## src/rtl/regfile_scoreboard.sv

```systemverilog
// Decode-stage register file with combinational read ports, one write-back port,
// optional write-to-read bypass and a per-register pending-write scoreboard.
module regfile_scoreboard #(
    parameter int unsigned DATA_W   = 32,
    parameter int unsigned ADDR_W   = 4,
    parameter int unsigned RD_PORTS = 2,
    parameter int unsigned CNT_W    = 2,
    parameter int unsigned BYPASS   = 1
) (
    input  logic                         clk,
    input  logic                         rst,
    input  logic [RD_PORTS-1:0]          rd_en,
    input  logic [RD_PORTS*ADDR_W-1:0]   rd_addr,
    output logic [RD_PORTS*DATA_W-1:0]   rd_data,
    output logic [RD_PORTS-1:0]          rd_hazard,
    output logic                         hazard_any,
    input  logic                         issue_en,
    input  logic [ADDR_W-1:0]            issue_dest,
    output logic                         issue_ready,
    input  logic                         wb_en,
    input  logic [ADDR_W-1:0]            wb_addr,
    input  logic [DATA_W-1:0]            wb_data,
    input  logic                         flush
);

    localparam int unsigned      NUM_REGS = 2 ** ADDR_W;
    localparam logic [CNT_W-1:0] CNT_MAX  = '1;
    localparam logic             BYP      = (BYPASS != 0);

    logic [DATA_W-1:0]   regs [NUM_REGS];
    logic [CNT_W-1:0]    cnt  [NUM_REGS];
    logic [NUM_REGS-1:0] inc;
    logic [NUM_REGS-1:0] dec;

    assign issue_ready = (cnt[issue_dest] != CNT_MAX);

    always_comb begin
        inc = '0;
        dec = '0;
        for (int unsigned r = 0; r < NUM_REGS; r++) begin
            inc[r] = issue_en && issue_ready && (issue_dest == ADDR_W'(r));
            dec[r] = wb_en && (wb_addr == ADDR_W'(r)) && (cnt[r] != '0);
        end
    end

    // Flush only clears the scoreboard; the write-back data still lands.
    always_ff @(posedge clk or negedge rst) begin
        if (!rst) begin
            for (int unsigned r = 0; r < NUM_REGS; r++) begin
                regs[r] <= '0;
                cnt[r]  <= '0;
            end
        end else begin
            if (wb_en)
                regs[wb_addr] <= wb_data;
            for (int unsigned r = 0; r < NUM_REGS; r++) begin
                if (flush)
                    cnt[r] <= '0;
                else if (inc[r] && !dec[r])
                    cnt[r] <= cnt[r] + CNT_W'(1);
                else if (dec[r] && !inc[r])
                    cnt[r] <= cnt[r] - CNT_W'(1);
            end
        end
    end

    for (genvar i = 0; i < RD_PORTS; i++) begin : g_port
        logic [ADDR_W-1:0] addr;
        logic [CNT_W-1:0]  pend;
        logic              hit;

        assign addr = rd_addr[i*ADDR_W +: ADDR_W];
        assign pend = cnt[addr];
        assign hit  = BYP && wb_en && (wb_addr == addr);
        assign rd_data[i*DATA_W +: DATA_W] = hit ? wb_data : regs[addr];
        // The last outstanding write completing now is forwarded, so no stall.
        assign rd_hazard[i] = rd_en[i] && (pend != '0) && !(hit && (pend == CNT_W'(1)));
    end

    assign hazard_any = |rd_hazard;

endmodule

```

## config.mk

```make
export PLATFORM = sky130hd
export DESIGN_NAME = regfile_scoreboard
export DESIGN_NICKNAME = d
export VERILOG_FILES = /design/src/rtl/regfile_scoreboard.sv
export SDC_FILE = /design/constraint.sdc
export NUM_CORES = 1
export LEC_CHECK = 0
export CAP_MARGIN = 20
export CORE_MARGIN = 2
export CORE_UTILIZATION = 60
export DETAILED_ROUTE_END_ITERATION = 7
export PLACE_DENSITY_LB_ADDON = 0.25
export SYNTH_ARGS = -nofsm -noshare
export SYNTH_HDL_FRONTEND = slang
export SYNTH_SLANG_ARGS = --single-unit
export TNS_END_PERCENT = 100
```

## constraint.sdc

```tcl
create_clock -name clk -period 3.3 [get_ports clk]
set_input_delay 0.66 -clock clk [delete_from_list [all_inputs] [get_ports clk]]
set_output_delay 0.66 -clock clk [all_outputs]
set_load 0.01 [all_outputs]
```

### Yosys cells after proc, flatten, opt, wreduce, memory -nomap -nowiden

Cells that the tools add are included.

| operators by class | value |
|---|---|
| equality and inequality tests | 35 |
| bitwise operators | 4 |
| add/subtract/negate cells | 32 |
| mux-type cells | 68 |
| reduce and logical (&&, ||, !) cells | 161 |
| magnitude comparators | 5 |

Operator list:

| cell | number |
|---|---|
| $bwmux W512 | 1 |
| $bmux W32 S4 | 2 |
| $mux W32 | 7 |
| $demux W32 S4 | 1 |
| $mux W2 | 54 |
| $logic_and A1 B1 Y1 | 90 |
| $eq A4 B4 Y1 const B | 16 |
| $reduce_bool A3 Y1 | 16 |
| $reduce_bool A2 Y1 | 18 |
| $logic_not A1 Y1 | 34 |
| $add A2 B1 Y2 const B | 16 |
| $eq A4 B3 Y1 const B | 8 |
| $sub A2 B1 Y2 const B | 16 |
| $bmux W2 S4 | 3 |
| $ge A5 B5 Y1 const B | 4 |
| $not A4 Y5 | 4 |
| $eq A4 B2 Y1 const B | 4 |
| $eq A4 B1 Y1 const B | 2 |
| $eq A4 B4 Y1 | 2 |
| $logic_not A4 Y1 | 2 |
| $lt A5 B1 Y1 const B | 1 |
| $eq A2 B1 Y1 const B | 2 |
| $ne A2 B2 Y1 const B | 1 |
| $reduce_or A2 Y1 | 1 |

| storage, ports and cells | value |
|---|---|
| register bits after elaboration | 544 |
| output and inout port bits | 68 |
| input bits | 55 |
| word-level logic and storage cells | 337 |

### Logic depth before layout (Yosys ltp)

Gate-level depths: netlist of run 1.

| depth | value |
|---|---|
| word-level depth | 12 |
| gate-level depth with buffers | 8 |

### Worst setup path after synthesis of run 1

OpenSTA, ideal clock, no wires.

| path | value |
|---|---|
| kind | input -> output |
| start point | input port rd_addr[1] |
| end point | output port rd_data[26] |
| arrival time | 2412 ps |
| stages on the path | 6 |
| setup slack | 228 ps |
| cell sequence | buf_2 buf_2 buf_1 mux4_2 mux4_2 mux2_2 |

| between the ends | value |
|---|---|
| cells in the longest elaborated chain, start to end | 5 |
| elaborated cells between the ends (all ways) | 7 |
| those cells by class | eq/ne: 1; mux: 4; bitwise: 1; reduce/logical: 1 |

Ends and longest elaborated chain:

| item | RTL line | RTL |
|---|---|---|
| from (decl) | 13 | `input logic [RD_PORTS*ADDR_W-1:0] rd_addr,` |
| $not A4 Y5 (not written as such) | 75 | `assign rd_data[i*DATA_W +: DATA_W] = hit ? wb_data : regs[addr];` |
| $bmux W32 S4 | 75 |  |
| $mux W32 (not written as such) (2 in series) | 75 |  |
| $mux W32 (*) | 75 |  |
| to (decl) | 14 | `output logic [RD_PORTS*DATA_W-1:0] rd_data,` |

Mark *: on every way between the ends. The rest lies on a longest branch, timed or not. The select of a mux whose other input is x is not followed.

### Final worst setup path of run 1

| path | value |
|---|---|
| start point | input port rd_addr[4] |
| end point | output port rd_data[54] |

Same word-level chain as after synthesis.

==> results.toml, run 1 <==
[hold_path]
holdPathEnd = "regs[48]"
hold_depth = 2
hold_path.startpoint = "regs[48]"
hold_path.class = "flop to flop"

[sta]
slew_viol_final = 0
setup_tns_ns = -0.0255
setup_viol = 2
fmax_mhz = 301
hold_viol = 0
rsz0062_at_grt = "yes"
min_period_ns = 3.32
worst_slack_ns = -0.0198
fin_crit_sh = 1.01
relSlewSlack = 0.529
holdWs_ns = 0.502
worst_pin_slew_ns = 0.704
clock_skew_ns = 0.00924

[power]
ir_worst_vdd_v = 0.000562
p_leak_nw = 16.0
p_seq_frac = 0.431
power_density_mw_per_mm2 = 581
clkPwrFrac = 0.313
total_power_mw = 21.6
p_int_mw = 15.6
combPwrFrac = 0.256
p_sw_frac = 0.277
netSwitchingPower_mw = 5.97

[die]
die_w_um = 229
die_h_um = 229
io_pins = 123
coreArea_mm2 = 0.0501
die-area_mm2 = 0.0524
start_util = 0.607
std_cell_rows = 82

[clock_network]
htree_levels = 2
cts-root-buf = "clkbuf_16"
clkLatencyLatePin_ns = 0.62
tritoncts = "done"
cts_buffers = 57
cts.sinks = 544
cts.clk_slew.worst_paths_ns = 0.06
cts_buffer_depth = 3

[global_routing]
grtUsageTotal = 0.350
grt_max_degree = 93
grt_pass1_vias = 22700
grt_overflow_total = 0
grt_pass1_wl_mm = 138
antenna_found_initial = 2

[setup_path]
r2r_end = "cnt[2]"
rrSetupSlack_ns = 1.23
end_kind = "output port"
worstPathRequired_ns = 2.64
worst-r2r-cell-count = 6
worstSetupPathType = "primary input to output port"
critical_path.max_fanout = 5
worst_setup_path_start_kind = "primary input"
reg2reg_from = "cnt[2]"
cp.arrival_ns = 2.66

[final_layout]
synthToLayoutAreaGrowth_pct = 22.1
fin_area_mm2 = 0.0371
fin_util = 0.741
fin_nets = 2426
layout-drive-gt1-share = 0.527

[detailed_routing]
ant_nets = 0
drt_iter0_drc = 2656
wl_mm = 90.2
drc = 0
firstDrtPassIters = 6
vias = 21400
wl_per_cell_um = 29.2
drt-vias-per-instance = 6.94

[yosys]
synthFlopType = "dfrtp_1"
async_flop_share = 1.00
synth_top_cell_by_area = "dfrtp_1"
ys_warn_count = 0
synth.top_cell.area_share = 0.448
syn_avg_cell_area_um2 = 14.5
netlist_area_mm2 = 0.0304
ys_ff_latch = 544
syn_inst = 2090
ys_types = 46
synth.area.top_cells = "dfrtp_1, mux4_2, mux2_2"
seq_area_frac_synth = 0.448
syn_nets = 2145
synth_edf_count = 0

[placement]
gp_congestion = 0.878
numPortBuffers = 122
dp_hpwl_mm = 52.8
postPlaceCellArea_mm2 = 0.0340

[run]
max_cap_viol_count = 0

[outcome]
outcome = "finished with violations"
failed_checks = "setup timing"
==> final cells by class <==
| type | count | area, um2 |
|---|---|---|
| Antenna cell | 2 | 5.00 |
| Clock buffer | 77 | 1610 |
| Clock inverter | 23 | 328 |
| Fill cell | 3009 | 13000 |
| Inverter | 12 | 45.0 |
| Multi-Input combinational cell | 1342 | 15900 |
| Sequential cell | 544 | 13600 |
| Tap cell | 672 | 841 |
| Timing Repair Buffer | 414 | 4760 |
==> critical path, stage by stage <==
cell and delay (ns):
clkbuf_16 0.15, buf_12 0.13, buf_4 0.12, buf_12 0.10
mux4_2 0.53, mux4_2 0.54, mux2_4 0.29, buf_6 0.12
==> power by group through the flow <==
| stage | combinational (mW) | clock (mW) | sequential, mW |
|---|---|---|---|
| 6_report | 5.52 | 6.75 | 9.29 |
| 5_1_grt | 5.86 | 7.09 | 9.43 |
| 4_1_cts | 5.45 | 6.80 | 9.19 |
| 3_5_place_dp | 5.37 | 0 | 9.28 |
| 3_3_place_gp | 5.18 | 0 | 9.14 |
| 2_1_floorplan | 3.74 | 0 | 8.86 |
==> cell usage in the layout (no fill, tap or decap), types with 4 or more instances in the layout <==
master / n
bufinv_16: 7
clkbuf_16: 61
buf_2: 25
dlygate4sd2_1: 10
buf_12: 72
clkdlybuf4s15_2: 6
nor2_1: 28
nand4_1: 6
clkbuf_1: 10
o21bai_1: 6
mux2i_1: 15
a21oi_1: 19
buf_4: 173
xnor2_1: 11
nor4_1: 9
mux4_1: 19
buf_6: 28
buf_8: 9
buf_16: 20
clkdlybuf4s50_1: 39
dfrtp_2: 4
clkinv_2: 10
nor2_4: 10
xor2_1: 11
mux2_2: 467
mux4_2: 322
or2_2: 4
nand2_1: 307
clkdlybuf4s15_1: 20
mux2_4: 16
o21ai_0: 18
dfrtp_1: 540
nor2b_1: 18
and2_1: 6
clkbuf_8: 9
nand3_1: 8
inv_1: 12
clkbuf_2: 7
==> cell usage after synthesis (4+ instances only) <==
cell type  instances
nor4_1             9
mux4_1            40
nor2_1            38
or2_2              4
mux2_2           483
buf_6             12
o21ai_0           18
nand2_1          309
buf_2             61
mux4_2           301
xnor2_1           11
dfrtp_1          544
a21oi_1           19
buf_1             15
o21bai_1           6
xor2_1            13
nor2b_1           18
mux2i_1           15
nand3_1            9
buf_4             18
inv_1             12
nand4_1            6
and2_1             6
clkbuf_1          86
==> cells by family (layout without fill, tap and decap cells) <==
logic type,after synthesis,after routing,share of synthesized area
buffers and inverters,204,526,0.0329
multiplexers,839,839,0.442
other,0,2,0
AO/OA/AOI/OAI,60,60,0.0119
flip-flops,544,544,0.448
XOR/XNOR,24,24,0.00692
AND/OR/NAND/NOR,419,419,0.0584
==> layer usage <==
layer	up-vias	routed length, um	GRT usage
li1	8486	-	-
met1	11200	32900	0.471
met2	1399	43600	0.557
met3	299	9420	0.0763
met4	2	4290	0.155
met5	-	13	0
==> how the worst max path moves through the flow <==
stage	startpoint	slack, ns	depth (start not counted)	to
floorplan	rd_addr[1]	0.23	6	rd_data[26]
global placement	rd_addr[4]	-0.35	7	rd_data[52]
detailed placement	rd_addr[4]	-0.39	7	rd_data[50]
CTS	rd_addr[4]	-0.07	8	rd_data[39]
global route	rd_addr[4]	-0.03	8	rd_data[54]
finish	rd_addr[4]	-0.02	8	rd_data[54]
==> state kept, by name, indices dropped and copies added (netlist names) <==
register,cells
cnt,32
regs,512
==> stage by stage <==
step,setup WS (ns),instances
after floorplan,0.228,2090
after global placement,-0.350,2900
after detailed placement,-0.393,2900
after CTS,-0.0720,3072
after global routing,-0.0350,3085
final,-0.0198,3086
==> what timing repair did <==
| action | 4_1_cts | 5_1_grt |
|---|---|---|
| endpoints found under the setup margin | 68 | 48 |
| hold endpoints to repair | 34 | 0 |
| gates cloned | 17 | 1 |
| resized for setup | 274 | 64 |
| hold buffers | 1 | 0 |
| setup buffers | 56 | 18 |
| pin swaps | 2 | 0 |
Power figures use the tool's default switching activity.
==> run 2, diff against run 1 <==
--- a/config.mk
+++ b/config.mk
@@ -7,7 +7,7 @@
 export LEC_CHECK = 0
 export CAP_MARGIN = 20
 export CORE_MARGIN = 2
-export CORE_UTILIZATION = 60
+export CORE_UTILIZATION = 55
 export DETAILED_ROUTE_END_ITERATION = 7
 export PLACE_DENSITY_LB_ADDON = 0.25
 export SYNTH_ARGS = -nofsm -noshare
==> run 2 against run 1 <==
Net effect: the run ends with hold timing left; routed wire length shrank 2.1%; maximum frequency grew 1.0%; sequential power shrank 0.4%; sequential share of layout area grew 0.11 points; first-iteration DRC count shrank 26%; power grew 1.6%; clock skew is essentially flat; global-route usage shrank 3.1 points; critical path type unchanged; largest power group unchanged; highest routed layer is now met4.
==> results.toml, run 2 (same netlist as run 1, synthesis figures left out) <==
[outcome]
outcome = "finished with violations"
failed_checks = "hold timing"

[sta]
fin_crit_sh = 0.996
rsz0062_at_grt = "yes"
holdWs_ns = -0.00106
min_period_ns = 3.29
hold_viol = 1
setup_tns_ns = 0
worst_pin_slew_ns = 0.730
setup_viol = 0
fmax_mhz = 304
slew_viol_final = 0
clock_skew_ns = 0.00948
relSlewSlack = 0.513

[die]
start_util = 0.554
coreArea_mm2 = 0.0549
io_pins = 123
die_h_um = 239
die-area_mm2 = 0.0571
die_w_um = 239
std_cell_rows = 86

[detailed_routing]
drc = 0
wl_per_cell_um = 28.6
vias = 20900
firstDrtPassIters = 6
ant_nets = 0
wl_mm = 88.3
drt_iter0_drc = 1963
drt-vias-per-instance = 6.76

[global_routing]
grt_max_degree = 77
antenna_found_initial = 0
grtUsageTotal = 0.319
grt_overflow_total = 0
grt_pass1_wl_mm = 136
grt_pass1_vias = 22000

[clock_network]
cts_buffers = 58
clkLatencyLatePin_ns = 0.62
cts-root-buf = "clkbuf_16"
htree_levels = 2
tritoncts = "done"
cts.sinks = 544
cts.clk_slew.worst_paths_ns = 0.06
cts_buffer_depth = 3

[final_layout]
synthToLayoutAreaGrowth_pct = 21.9
final_common_cell = "dfrtp_1"
fin_util = 0.675
fin_cells = 3092
fin_nets = 2397
multi_input_area_mm2 = 0.0159
largest_reg_flops = 512
largest_registers = "regs (512), cnt (32)"
ff_latch_area_mm2 = 0.0136
layout-drive-gt1-share = 0.526
fillers = 3675
final_cell_mix = "dfrtp_1, mux2_2, mux4_2, nand2_1, buf_4"
regMostFlops = "regs"

[run]
max_cap_viol_count = 0

[setup_path]
cp.arrival_ns = 2.63
worstSetupPathType = "primary input to output port"
critical_path.max_fanout = 5
worstPathRequired_ns = 2.64
end_kind = "output port"
worst_setup_path_start_kind = "primary input"

[power]
ir_worst_vdd_v = 0.000433
p_leak_nw = 16.0
power_density_mw_per_mm2 = 591
total_power_mw = 21.9

[placement]
dp.cells = 2911
gp_congestion = 0.880
numPortBuffers = 122
dp_hpwl_mm = 51.5

[hold_path]
hold_path.class = "primary input to asynchronous set/reset pin"
-- run 2: final timing paths --
path / startpoint / to / slack (ns) / cells past startpoint
max in group asynchronous: rst / regs[384] / 2.28 / 2
min in group clk: regs[39] / regs[39] / 0.50 / 2
min: rst / regs[329] / -0.001 / 1
max: rd_addr[4] / rd_data[48] / 0.01 / 7
max reg2reg: cnt[23] / cnt[6] / 1.22 / 6
min reg2reg: regs[39] / regs[39] / 0.50 / 2
-- run 2: report_power, final --
| group | total, mW | internal (mW) | switching, mW |
|---|---|---|---|
| logic | 5.39 | 3.43 | 1.95 |
| registers | 9.25 | 8.12 | 1.13 |
| clock network | 7.27 | 4.43 | 2.83 |
-- run 2: layer usage --
| metal | vias to the layer above | global-route usage | share of wire |
|---|---|---|---|
| met1 | 11200 | 0.441 | 0.40 |
| li1 | 8436 | - | - |
| met2 | 1078 | 0.514 | 0.48 |
| met4 | 0 | 0.115 | 0.037 |
| met3 | 235 | 0.0581 | 0.079 |
| met5 | - | 0 | 0 |
-- run 2: repair_timing --
action | in CTS | in global routing
hold buffers | 0 | 0
pin swaps | 2 | 4
buffers inserted | 46 | 11
endpoints found under the setup margin | 68 | 43
resized for setup | 284 | 38
endpoints found under the hold margin | 0 | 0
gates cloned | 20 | 0
-- run 2: final cells by class --
class / instances / share of cell area
multi-input cells: 1342 / 0.429
flip-flops and latches: 544 / 0.368
clock buffers: 74 / 0.0444
repair buffers: 384 / 0.121
diodes: 1 / 0.0000676
clock inverters: 31 / 0.0126
inverters: 12 / 0.00122
well taps: 704 / 0.0238
-- run 2: per-stage QoR --
step	area, um2	setup WS (ns)	hold WS, ns
2_1_floorplan	30400	0.228	0.364
4_1_cts	37000	-0.0621	0.00843
3_5_place_dp	33800	-0.395	0.481
3_3_place_gp	33800	-0.383	0.464
6_report	37000	0.0131	-0.00106
5_1_grt	37000	-0.0136	0.0431
-- run 2: worst max-delay path, stage by stage --
cell and delay (ns):
buf_16 0.13, buf_12 0.12, bufbuf_16 0.25, mux4_2 0.49, mux4_2 0.54, mux2_4 0.29, buf_2 0.14
